## src/rtl/stack_cpu_p_if.sv

```systemverilog
// rtl/stack_cpu_p_if.sv - memory and ALU bus bundle for the stack_cpu_p core
// Ports (master = core side):
//   instruction / address_memory_inst / read_inst_enable : instruction fetch
//   memory_data_in / memory_data_out / address_memory_data /
//   read_data_enable / write_data_enable                  : data memory
//   operand_a / operand_b / op_alu / result_alu          : external combinational ALU
interface stack_cpu_p_if #(
  parameter int WIDTH_DATA = 32,
  parameter int AWIDTH     = 5,
  parameter int DAWIDTH    = 10
);
  logic [WIDTH_DATA-1:0] instruction;
  logic [AWIDTH-1:0]     address_memory_inst;
  logic                  read_inst_enable;
  logic [WIDTH_DATA-1:0] memory_data_in;
  logic [WIDTH_DATA-1:0] memory_data_out;
  logic [DAWIDTH-1:0]    address_memory_data;
  logic                  read_data_enable;
  logic                  write_data_enable;
  logic [WIDTH_DATA-1:0] operand_a;
  logic [WIDTH_DATA-1:0] operand_b;
  logic [3:0]            op_alu;
  logic [WIDTH_DATA-1:0] result_alu;

  modport master (
    input  instruction, memory_data_in, result_alu,
    output address_memory_inst, read_inst_enable,
    output memory_data_out, address_memory_data, read_data_enable, write_data_enable,
    output operand_a, operand_b, op_alu
  );

  modport slave (
    output instruction, memory_data_in, result_alu,
    input  address_memory_inst, read_inst_enable,
    input  memory_data_out, address_memory_data, read_data_enable, write_data_enable,
    input  operand_a, operand_b, op_alu
  );
endinterface

```

## src/rtl/stack_cpu_p.sv

```systemverilog
// rtl/stack_cpu_p.sv - multi-cycle stack processor with operand and call stacks
// Ports:
//   clk        : clock, rising edge
//   rst        : asynchronous active-low reset
//   bus        : stack_cpu_p_if.master (fetch, data memory, external ALU)
//   halted     : stopped by HALT
//   error      : stopped by a fault; error_code gives the cause (1..5)
//   depth      : operand stack occupancy
module stack_cpu_p #(
  parameter int WIDTH_DATA  = 32,
  parameter int AWIDTH      = 5,
  parameter int DAWIDTH     = 10,
  parameter int STACK_DEPTH = 16,
  parameter int CALL_DEPTH  = 8
) (
  input  logic                           clk,
  input  logic                           rst,
  stack_cpu_p_if.master                  bus,
  output logic                           halted,
  output logic                           error,
  output logic [2:0]                     error_code,
  output logic [$clog2(STACK_DEPTH):0]   depth
);
  localparam int OPW = WIDTH_DATA - 5;
  localparam int SW  = $clog2(STACK_DEPTH);
  localparam int CW  = (CALL_DEPTH > 1) ? $clog2(CALL_DEPTH) : 1;

  localparam logic [SW:0] STK_FULL  = (SW+1)'(STACK_DEPTH);
  localparam logic [SW:0] STK_TWO   = (SW+1)'(2);
  localparam logic [CW:0] CALL_FULL = (CW+1)'(CALL_DEPTH);

  localparam logic [4:0] OP_PUSH   = 5'd0;
  localparam logic [4:0] OP_PUSH_I = 5'd1;
  localparam logic [4:0] OP_PUSH_T = 5'd2;
  localparam logic [4:0] OP_POP    = 5'd3;
  localparam logic [4:0] OP_ADD    = 5'd4;
  localparam logic [4:0] OP_CMP    = 5'd12;
  localparam logic [4:0] OP_NOT    = 5'd13;
  localparam logic [4:0] OP_GOTO   = 5'd14;
  localparam logic [4:0] OP_IF_EQ  = 5'd15;
  localparam logic [4:0] OP_IF_GT  = 5'd16;
  localparam logic [4:0] OP_IF_LT  = 5'd17;
  localparam logic [4:0] OP_IF_GE  = 5'd18;
  localparam logic [4:0] OP_IF_LE  = 5'd19;
  localparam logic [4:0] OP_CALL   = 5'd20;
  localparam logic [4:0] OP_RET    = 5'd21;
  localparam logic [4:0] OP_HALT   = 5'd22;

  typedef enum logic [2:0] {
    S_FETCH, S_WAIT_INST, S_EXEC, S_MEM_RD, S_ALU_WB, S_HALTED, S_ERROR
  } state_t;

  state_t                state;
  logic [AWIDTH-1:0]     pc;
  logic [WIDTH_DATA-1:0] ir;
  logic [WIDTH_DATA-1:0] temp;
  logic [CW:0]           cdepth;

  // Stack storage carries no reset: occupancy counters define what is valid.
  logic [WIDTH_DATA-1:0] stk  [STACK_DEPTH];
  logic [AWIDTH-1:0]     cstk [CALL_DEPTH];

  logic [4:0]            opcode;
  logic [OPW-1:0]        operand;
  logic [SW-1:0]         tos_idx, nos_idx, push_idx;
  logic [CW-1:0]         ctop_idx, cpush_idx;
  logic [WIDTH_DATA-1:0] tos, nos;
  logic [AWIDTH-1:0]     pc_inc, target;
  logic                  is_push, is_bin, is_not, is_if, is_alu, illegal;
  logic                  fault, taken, tos_zero, tos_neg;
  logic [2:0]            fault_code;
  logic                  stk_we;
  logic [SW-1:0]         stk_widx;
  logic [WIDTH_DATA-1:0] stk_wdata;
  logic                  cstk_we;
  logic                  rd_d, wr_d, alu_active;

  assign opcode    = ir[WIDTH_DATA-1 -: 5];
  assign operand   = ir[OPW-1:0];
  assign target    = operand[AWIDTH-1:0];
  assign pc_inc    = pc + 1'b1;  // wraps modulo 2^AWIDTH
  assign tos_idx   = SW'(depth - 1'b1);
  assign nos_idx   = SW'(depth - 2'd2);
  assign push_idx  = SW'(depth);
  assign ctop_idx  = CW'(cdepth - 1'b1);
  assign cpush_idx = CW'(cdepth);
  assign tos       = stk[tos_idx];
  assign nos       = stk[nos_idx];
  assign tos_zero  = (tos == '0);
  assign tos_neg   = tos[WIDTH_DATA-1];

  assign is_push = (opcode == OP_PUSH) || (opcode == OP_PUSH_I) || (opcode == OP_PUSH_T);
  assign is_bin  = (opcode >= OP_ADD) && (opcode <= OP_CMP);
  assign is_not  = (opcode == OP_NOT);
  assign is_alu  = is_bin || is_not;
  assign is_if   = (opcode >= OP_IF_EQ) && (opcode <= OP_IF_LE);
  assign illegal = (opcode > OP_HALT);

  // Fault decode runs ahead of every side effect of EXEC.
  always_comb begin
    fault_code = 3'd0;
    if (illegal)                                                     fault_code = 3'd5;
    else if (is_push && depth == STK_FULL)                           fault_code = 3'd1;
    else if ((opcode == OP_POP || is_if || is_not) && depth == '0)   fault_code = 3'd2;
    else if (is_bin && depth < STK_TWO)                              fault_code = 3'd2;
    else if (opcode == OP_CALL && cdepth == CALL_FULL)               fault_code = 3'd3;
    else if (opcode == OP_RET && cdepth == '0)                       fault_code = 3'd4;
  end
  assign fault = (fault_code != 3'd0);

  // Signed comparison of TOS against zero, using only sign and zero flags.
  always_comb begin
    taken = 1'b0;
    case (opcode)
      OP_IF_EQ: taken = tos_zero;
      OP_IF_GT: taken = !tos_neg && !tos_zero;
      OP_IF_LT: taken = tos_neg;
      OP_IF_GE: taken = !tos_neg;
      OP_IF_LE: taken = tos_neg || tos_zero;
      default:  taken = 1'b0;
    endcase
  end

  // Bus outputs decode from state; the fetch strobe is gated by rst so that
  // nothing is issued while reset is held even though the state is FETCH.
  assign rd_d       = (state == S_EXEC) && (opcode == OP_PUSH) && !fault;
  assign wr_d       = (state == S_EXEC) && (opcode == OP_POP) && !fault;
  assign alu_active = ((state == S_EXEC) && is_alu && !fault) || (state == S_ALU_WB);

  always_comb begin
    bus.address_memory_inst = pc;
    bus.read_inst_enable    = rst && (state == S_FETCH);
    bus.read_data_enable    = rd_d;
    bus.write_data_enable   = wr_d;
    bus.address_memory_data = (rd_d || wr_d) ? operand[DAWIDTH-1:0] : '0;
    bus.memory_data_out     = wr_d ? tos : '0;
    // Operands stay driven through ALU_WB because result_alu is combinational.
    bus.operand_a           = alu_active ? tos : '0;
    bus.operand_b           = alu_active ? nos : '0;
    bus.op_alu              = alu_active ? (opcode[3:0] - 4'd4) : 4'd0;
  end

  always_comb begin
    stk_we    = 1'b0;
    stk_widx  = push_idx;
    stk_wdata = '0;
    if (state == S_EXEC && !fault) begin
      if (opcode == OP_PUSH_I) begin
        stk_we    = 1'b1;
        stk_wdata = {5'd0, operand};
      end else if (opcode == OP_PUSH_T) begin
        stk_we    = 1'b1;
        stk_wdata = temp;
      end
    end else if (state == S_MEM_RD) begin
      stk_we    = 1'b1;
      stk_wdata = bus.memory_data_in;
    end else if (state == S_ALU_WB) begin
      // Binary result lands in the NOS slot; depth drops by one below.
      stk_we    = 1'b1;
      stk_widx  = is_bin ? nos_idx : tos_idx;
      stk_wdata = bus.result_alu;
    end
  end

  assign cstk_we = (state == S_EXEC) && !fault && (opcode == OP_CALL);

  always_ff @(posedge clk) begin
    if (stk_we)  stk[stk_widx]   <= stk_wdata;
    if (cstk_we) cstk[cpush_idx] <= pc_inc;
  end

  always_ff @(posedge clk or negedge rst) begin
    if (!rst) begin
      state      <= S_FETCH;
      pc         <= '0;
      ir         <= '0;
      temp       <= '0;
      depth      <= '0;
      cdepth     <= '0;
      halted     <= 1'b0;
      error      <= 1'b0;
      error_code <= 3'd0;
    end else begin
      case (state)
        S_FETCH:     state <= S_WAIT_INST;
        S_WAIT_INST: begin
          ir    <= bus.instruction;
          state <= S_EXEC;
        end
        S_EXEC: begin
          if (fault) begin
            error      <= 1'b1;
            error_code <= fault_code;
            state      <= S_ERROR;
          end else if (opcode == OP_PUSH) begin
            state <= S_MEM_RD;
          end else if (opcode == OP_PUSH_I || opcode == OP_PUSH_T) begin
            depth <= depth + 1'b1;
            pc    <= pc_inc;
            state <= S_FETCH;
          end else if (opcode == OP_POP) begin
            temp  <= tos;
            depth <= depth - 1'b1;
            pc    <= pc_inc;
            state <= S_FETCH;
          end else if (is_alu) begin
            state <= S_ALU_WB;
          end else if (opcode == OP_GOTO) begin
            pc    <= target;
            state <= S_FETCH;
          end else if (is_if) begin
            depth <= depth - 1'b1;
            pc    <= taken ? target : pc_inc;
            state <= S_FETCH;
          end else if (opcode == OP_CALL) begin
            cdepth <= cdepth + 1'b1;
            pc     <= target;
            state  <= S_FETCH;
          end else if (opcode == OP_RET) begin
            cdepth <= cdepth - 1'b1;
            pc     <= cstk[ctop_idx];
            state  <= S_FETCH;
          end else begin
            halted <= 1'b1;
            state  <= S_HALTED;
          end
        end
        S_MEM_RD: begin
          depth <= depth + 1'b1;
          pc    <= pc_inc;
          state <= S_FETCH;
        end
        S_ALU_WB: begin
          if (is_bin) depth <= depth - 1'b1;
          pc    <= pc_inc;
          state <= S_FETCH;
        end
        S_HALTED: state <= S_HALTED;
        S_ERROR:  state <= S_ERROR;
        default:  state <= S_ERROR;
      endcase
    end
  end
endmodule

```

## src/flat_wrapper.sv

```systemverilog
// flat-port wrapper written by rule: the top's interface ports become plain ports
module stack_cpu_p_flat 
#(
  parameter int WIDTH_DATA  = 32,
  parameter int AWIDTH      = 5,
  parameter int DAWIDTH     = 10,
  parameter int STACK_DEPTH = 16,
  parameter int CALL_DEPTH  = 8
)
  (clk, rst, halted, error, error_code, depth, bus_instruction, bus_memory_data_in, bus_result_alu, bus_address_memory_inst, bus_read_inst_enable, bus_memory_data_out, bus_address_memory_data, bus_read_data_enable, bus_write_data_enable, bus_operand_a, bus_operand_b, bus_op_alu);
  stack_cpu_p_if #(.WIDTH_DATA(WIDTH_DATA), .AWIDTH(AWIDTH), .DAWIDTH(DAWIDTH)) bus_i ();
  input  logic clk;
  input  logic rst;
  output logic halted;
  output logic error;
  output logic [2:0] error_code;
  output logic [$clog2(STACK_DEPTH):0] depth;
  input wire logic [$bits(bus_i.instruction)-1:0] bus_instruction;
  input wire logic [$bits(bus_i.memory_data_in)-1:0] bus_memory_data_in;
  input wire logic [$bits(bus_i.result_alu)-1:0] bus_result_alu;
  output wire logic [$bits(bus_i.address_memory_inst)-1:0] bus_address_memory_inst;
  output wire logic [$bits(bus_i.read_inst_enable)-1:0] bus_read_inst_enable;
  output wire logic [$bits(bus_i.memory_data_out)-1:0] bus_memory_data_out;
  output wire logic [$bits(bus_i.address_memory_data)-1:0] bus_address_memory_data;
  output wire logic [$bits(bus_i.read_data_enable)-1:0] bus_read_data_enable;
  output wire logic [$bits(bus_i.write_data_enable)-1:0] bus_write_data_enable;
  output wire logic [$bits(bus_i.operand_a)-1:0] bus_operand_a;
  output wire logic [$bits(bus_i.operand_b)-1:0] bus_operand_b;
  output wire logic [$bits(bus_i.op_alu)-1:0] bus_op_alu;
  assign bus_i.instruction = bus_instruction;
  assign bus_i.memory_data_in = bus_memory_data_in;
  assign bus_i.result_alu = bus_result_alu;
  assign bus_address_memory_inst = bus_i.address_memory_inst;
  assign bus_read_inst_enable = bus_i.read_inst_enable;
  assign bus_memory_data_out = bus_i.memory_data_out;
  assign bus_address_memory_data = bus_i.address_memory_data;
  assign bus_read_data_enable = bus_i.read_data_enable;
  assign bus_write_data_enable = bus_i.write_data_enable;
  assign bus_operand_a = bus_i.operand_a;
  assign bus_operand_b = bus_i.operand_b;
  assign bus_op_alu = bus_i.op_alu;
  stack_cpu_p #(.WIDTH_DATA(WIDTH_DATA), .AWIDTH(AWIDTH), .DAWIDTH(DAWIDTH), .STACK_DEPTH(STACK_DEPTH), .CALL_DEPTH(CALL_DEPTH)) u_core (.clk(clk), .rst(rst), .bus(bus_i), .halted(halted), .error(error), .error_code(error_code), .depth(depth));
endmodule
```

## config.mk

```make
export PLATFORM = sky130hd
export DESIGN_NAME = stack_cpu_p_flat
export DESIGN_NICKNAME = d
export VERILOG_FILES = /design/src/rtl/stack_cpu_p_if.sv /design/src/rtl/stack_cpu_p.sv /design/src/flat_wrapper.sv
export SDC_FILE = /design/constraint.sdc
export NUM_CORES = 1
export LEC_CHECK = 0
export CAP_MARGIN = 0
export CELL_PAD_IN_SITES_DETAIL_PLACEMENT = 1
export CELL_PAD_IN_SITES_GLOBAL_PLACEMENT = 1
export CORE_MARGIN = 2
export CORE_UTILIZATION = 55
export CTS_CLUSTER_SIZE = 16
export DETAILED_ROUTE_END_ITERATION = 7
export GPL_TIMING_DRIVEN = 1
export PLACE_DENSITY_LB_ADDON = 0.1
export SETUP_SLACK_MARGIN = 0.4
export SLEW_MARGIN = 20
export SYNTH_ARGS = -nofsm -noshare
export SYNTH_HDL_FRONTEND = slang
export SYNTH_SLANG_ARGS = --single-unit
export TNS_END_PERCENT = 50
```

## constraint.sdc

```tcl
create_clock -name clk -period 8.06 [get_ports clk]
set_clock_uncertainty 0.2 [all_clocks]
set_input_delay 1.612 -clock clk [delete_from_list [all_inputs] [get_ports clk]]
set_output_delay 1.612 -clock clk [all_outputs]
set_load 0.1 [all_outputs]
```

==> results of run 1 <==
through the flow:
step | worst slack, ns | utilization | hold WS (ns)
global placement | 1.67 | 0.613 | 0.256
detailed placement | 1.54 | 0.614 | 0.261
floorplan | 1.21 | - | 0.246
global route | 0.786 | 0.652 | 0.294
finish | 1.00 | 0.652 | 0.280
CTS | 1.12 | 0.652 | 0.279
Yosys cell counts, drive strengths merged, types with 3 or more instances:
library cell / n / share of area
a21o: 32 / 0.0078
a21oi: 31 / 0.0050
a222oi: 5 / 0.0016
a22oi: 59 / 0.014
a31oi: 12 / 0.0024
a32o: 5 / 0.0016
a32oi: 8 / 0.0023
and2: 66 / 0.013
and3: 6 / 0.0012
buf: 52 / 0.011
clkbuf: 81 / 0.010
dfrtp: 86 / 0.070
edfxtp: 552 / 0.54
ha: 12 / 0.0049
inv: 19 / 0.0023
mux2: 44 / 0.016
mux2i: 71 / 0.023
mux4: 279 / 0.21
nand2: 99 / 0.012
nand2b: 7 / 0.0014
nand3: 27 / 0.0044
nand3b: 6 / 0.0015
nand4: 11 / 0.0022
nor2: 114 / 0.014
nor2b: 9 / 0.0018
nor3: 16 / 0.0026
nor3b: 3 / 0.00073
nor4b: 3 / 0.00085
o211ai: 7 / 0.0017
o21a: 4 / 0.00098
o21ai: 46 / 0.0075
o21bai: 4 / 0.00098
o22ai: 4 / 0.00081
or2: 3 / 0.00061
xnor2: 6 / 0.0022
xor2: 12 / 0.0040
worst register-to-register path: stages, from the launching register on:
cell	delay, ns
dfrtp_4	0.94
inv_2	0.14
ha_4	0.25
xor2_4	0.43
buf_4	0.73
mux4_2	0.66
mux2i_1	0.43
nand4_1	0.27
nor4_1	0.47
a21oi_1	0.14
nor4_2	0.60
mux2i_1	0.59
and2_1	0.29
a21oi_1	0.09
a221o_1	0.34
worst max-delay path by stage:
| stage | startpoint | end | cells past startpoint |
|---|---|---|---|
| after floorplan | u_core.depth[0] | bus_memory_data_out[22] | 18 |
| after global placement | u_core.depth[0] | u_core.bus.address_memory_inst[2] | 14 |
| after detailed placement | u_core.depth[0] | u_core.bus.address_memory_inst[2] | 14 |
| after CTS | u_core.ir[30] | bus_operand_a[28] | 12 |
| after global routing | u_core.ir[29] | bus_operand_a[3] | 12 |
| final | u_core.ir[30] | bus_operand_a[3] | 12 |
state kept, by name, summed over array words and instances (netlist names):
name                            cells
u_core.error_code                   3
u_core.halted                       1
u_core.cstk                        40
u_core.depth                        5
u_core.cdepth                       4
u_core.state                        3
u_core.stk                        512
u_core.error                        1
u_core.ir                          32
u_core.bus.address_memory_inst      5
u_core.temp                        32
cell families after synthesis:
logic type      after synthesis  share of synthesized area
compound gates              236                     0.0529
xor+xnor                     18                    0.00622
fa+ha+maj                    12                    0.00488
buf+inv                     152                     0.0232
flops                       638                      0.609
mux                         394                      0.245
simple gates                379                     0.0593
area by class of cell:
| class | instances | area [sq um] | share of cell area |
|---|---|---|---|
| Sequential cell | 638 | 18700 | 0.521 |
| Multi-Input combinational cell | 1039 | 11500 | 0.321 |
| Timing Repair Buffer | 300 | 2630 | 0.0730 |
| Clock buffer | 92 | 1870 | 0.0518 |
| Tap cell | 748 | 936 | 0.0260 |
| Clock inverter | 32 | 199 | 0.00553 |
| Inverter | 19 | 71.3 | 0.00198 |
layer usage:
layer	up-vias	global-route usage	routed length [um]
met2	1380	0.545	46800
met4	4	0.132	3540
met3	238	0.0814	11300
met1	10600	0.481	38000
li1	7950	-	-
met5	-	0	25
==> impl_metrics.toml, run 1 <==
[status]
status = "complete, no violations"

[clock_network]
h-tree-depth = 3
post_cts.repair.setup_buffers = 0
cts-hold-fix-buffers = 0
cts_buffers = 68
cts.path.max_buffers = 3
clock-sinks = 638
clkLatencyLatePin_ns = 0.61
clockRootBuffer = "clkbuf_16"
clk_pin_slew_worst_paths_ns = 0.06
ctsResizeCount = 0
cts_tree = "done"

[setup_path]
crit_buf_inv = 2
setup.worst_path.end_class = "output port"
start_kind = "register"
crit_path_max_incr_delay_ns = 1.00
r2r_setup_slack_ns = 1.38
cpMaxStageDelayCell = "clkdlybuf4s50_1"
critPathMostFrequentCell = "nor2_1"
cp.required_ns = 6.25
worst_r2r_path_depth = 14
critPathTopFamily = "compound AO/OA/AOI/OAI gates"
path_max_fanout = 18
reg2reg_from = "u_core.depth[0]"
arrival_ns = 5.25
crit-reg2reg-capture = "u_core.bus.address_memory_inst[2]"
crit_chain = "inv_1 -> ha_1 -> and3b_1 -> o32ai_1 -> o21ai_0 -> a21oi_1 -> nor2_1 -> nand2_1 -> nor2_1 -> a21oi_4 -> nor2_1 -> clkdlybuf4s50_1"
crit_type = "register to output port"

[sta]
rsz0062_at_grt = "false"
fin_setup_tns_ns = 0
drv_slew = 0
max-slew-margin-rel = 0.243
finalCritPeriodShare = 0.876
period_minus_slack_ns = 7.06
setup_violations = 0
tightest_slew_ns = 1.14
finalHoldViolCount = 0
fmax_mhz = 142

[routing]
routed_wl_um = 99700
drt-vias-per-instance = 7.03
drc = 0
drtIter0Drc = 2556
ant_nets = 0
vias = 20100
wl_per_cell_um = 34.8
first_pass_iters = 7

[die]
io_pins = 226
rows = 86
die_area_sq_um = 57800
die_h_um = 240
coreArea_sq_um = 55200
die_width_um = 240
start_util = 0.557

[flow_run]
drv_cap = 0

[logic_synthesis]
syn_area_sq_um = 30800
yosys_most_used_dff = "edfxtp_1"
syn_inst = 1829
yosys_warnings = 0
synth_seq_cells = 638
synth_edf_count = 552
asyncSetResetFlopFracSynth = 0.135
yosys.cell_types.count = 70
syn_nets = 1939
avgSynthCellArea_sq_um = 16.8
ys_seq_area_frac = 0.609

[finish]
layout_commonest_cell = "edfxtp_1"
layout-drive-gt1-share = 0.296
design_area_sq_um = 36000
instances_no_fill = 2868
antenna_cells = 0
layout_common_cells = "552 x edfxtp_1, 269 x mux4_2, 180 x buf_4, 114 x clkdlybuf4s50_1, 99 x nand2_1"
syn2layout_area_growth_pct = 17.0
layout.nets = 2176
nFillCells = 4826

[min_path]
hold_end = "u_core.error"
hold_class = "register to register"
hp-start = "u_core.error"
hold_path_depth = 1

[grt]
grt_usage = 0.349
grt_max_degree = 119
grt_pass1_vias = 20800
gr-total-overflow = 0
grt_first_pass_wirelength_um = 143000
antenna_found_initial = 5

[place]
placed_cell_area_sq_um = 33900
port_buffers = 225
gp_congestion = 0.862
dp.cells = 2744
hpwlAfterDp_um = 62700
Power of run 1 is left out: the tool's default activity adds up to more than one toggle a clock period on the data nets, which glitch-free logic cannot reach.
==> run 2: changes to the inputs <==
==> constraint.sdc (replaced) <==
create_clock -name clk -period 8.74 [get_ports clk]
set_clock_uncertainty 0.2 [all_clocks]
set_input_delay 1.748 -clock clk [delete_from_list [all_inputs] [get_ports clk]]
set_output_delay 1.748 -clock clk [all_outputs]
set_load 0.1 [all_outputs]
==> run 2 against run 1 <==
Against the previous run:
- final area is 0.72% higher
- first-iteration DRC count hardly changed
- register-to-register slack better by 0.94 ns
- non-clock buffer count is 5 lower
- count of clock-buffer cells in the layout is 9 higher
- global-route usage is 0.29 points higher
- worst hold slack worse by 0.014 ns
- sequential share of layout area is 0.37 points lower
- largest cell class unchanged
==> impl_metrics.toml, run 2 (synthesis gave the netlist of run 1 again) <==
[status]
status = "complete, no violations"

[clock_network]
ctsResizeCount = 0
cts_buffers = 70
h-tree-depth = 3
cts.path.max_buffers = 3
clk_pin_slew_worst_paths_ns = 0.06
clockRootBuffer = "clkbuf_16"
clkLatencyLatePin_ns = 0.61
cts_tree = "done"
cts-hold-fix-buffers = 0
clock-sinks = 638
post_cts.repair.setup_buffers = 0

[routing]
drc = 0
vias = 20100
drtIter0Drc = 2557
routed_wl_um = 99500
wl_per_cell_um = 34.7
ant_nets = 0
first_pass_iters = 6
drt-vias-per-instance = 7.01

[setup_path]
crit_path_max_incr_delay_ns = 1.06
critPathMostFrequentCell = "nor2_1"
critPathTopFamily = "compound AO/OA/AOI/OAI gates"
path_max_fanout = 27
start_kind = "register"
cp.required_ns = 6.79
cpMaxStageDelayCell = "clkdlybuf4s50_1"
arrival_ns = 5.50
crit_type = "register to output port"
crit_chain = "inv_1 -> ha_1 -> and3b_1 -> o32ai_1 -> o21ai_0 -> a21oi_1 -> nor2_1 -> nand2_1 -> nor2_1 -> a21oi_4 -> nor2_1 -> clkdlybuf4s50_1"
setup.worst_path.end_class = "output port"
crit_buf_inv = 2

[grt]
grt_pass1_vias = 21000
grt_usage = 0.352
grt_max_degree = 133
antenna_found_initial = 3
grt_first_pass_wirelength_um = 144000
gr-total-overflow = 0

[sta]
fin_setup_tns_ns = 0
finalCritPeriodShare = 0.852
finalHoldViolCount = 0
fmax_mhz = 134
max-slew-margin-rel = 0.248
whs_ns = 0.266
tightest_slew_ns = 1.13
drv_slew = 0
rsz0062_at_grt = "false"
setup_violations = 0
period_minus_slack_ns = 7.45

[finish]
layout_commonest_cell = "edfxtp_1"
syn2layout_area_growth_pct = 17.8
layout_common_cells = "552 x edfxtp_1, 269 x mux4_2, 148 x clkdlybuf4s50_1, 142 x buf_4, 99 x nand2_1"
layout-drive-gt1-share = 0.285
layout.nets = 2173
nFillCells = 4778
regMostFlops = "u_core.stk"
reg_top3 = "u_core.stk (512), u_core.cstk (40)"
antenna_cells = 0
largest_reg_flops = 512

[die]
die_h_um = 240
die_width_um = 240
rows = 86
coreArea_sq_um = 55200
start_util = 0.557
io_pins = 226
die_area_sq_um = 57800

[min_path]
hold_class = "register to register"

[flow_run]
drv_cap = 0

[place]
port_buffers = 225
gp_congestion = 0.853
hpwlAfterDp_um = 61000
run 2: routing by layer:
metal | share of wire | vias to the layer above | wire [um] | GRT usage
met1 | 0.37 | 10500 | 37000 | 0.478
li1 | - | 7940 | - | -
met5 | 0.00013 | - | 13 | 0
met4 | 0.035 | 2 | 3520 | 0.138
met3 | 0.12 | 231 | 11800 | 0.0876
met2 | 0.47 | 1418 | 47100 | 0.551
run 2: path summary, 6_finish.rpt:
check | start | end | slack (ns) | cells after the start
worst max-delay path | u_core.ir[29] | bus_operand_a[25] | 1.29 | 12
worst min register to register | u_core.error | u_core.error | 0.27 | 1
max in group asynchronous | rst | u_core.temp[16] | 6.24 | 2
min in group asynchronous | rst | u_core.bus.address_memory_inst[0] | 0.97 | 1
worst max register to register | u_core.depth[0] | u_core.bus.address_memory_inst[2] | 2.32 | 14
worst min-delay path | u_core.error | u_core.error | 0.27 | 1
run 2: cell type report:
| cell class | instances | area, sq um | share of cell area |
|---|---|---|---|
| Clock inverter | 29 | 288 | 0.00794 |
| Multi-Input combinational cell | 1039 | 11500 | 0.319 |
| Timing Repair Buffer | 295 | 2660 | 0.0735 |
| Clock buffer | 101 | 2000 | 0.0553 |
| Inverter | 19 | 71.3 | 0.00197 |
| Sequential cell | 638 | 18700 | 0.517 |
| Tap cell | 748 | 936 | 0.0258 |
run 2: per-stage QoR:
step	utilization	std cells	instance area, sq um	worst slack, ns
after floorplan	-	1829	30800	1.76
after global placement	0.614	2737	33900	2.24
after detailed placement	0.614	2737	33900	2.08
after CTS	0.656	2867	36200	1.43
after global routing	0.657	2869	36200	1.10
final	0.657	2869	36200	1.29
run 2: worst reg2reg max path: cells and delay by family, from the launching register on:
family	cells	cell delay (ns)
AOI/OAI and AO/OA	2	0.46
buffers and inverters	3	1.51
DFF	1	0.41
muxes	4	2.03
and+or+nand+nor	5	1.69
Power of run 2 is left out for the same reason.
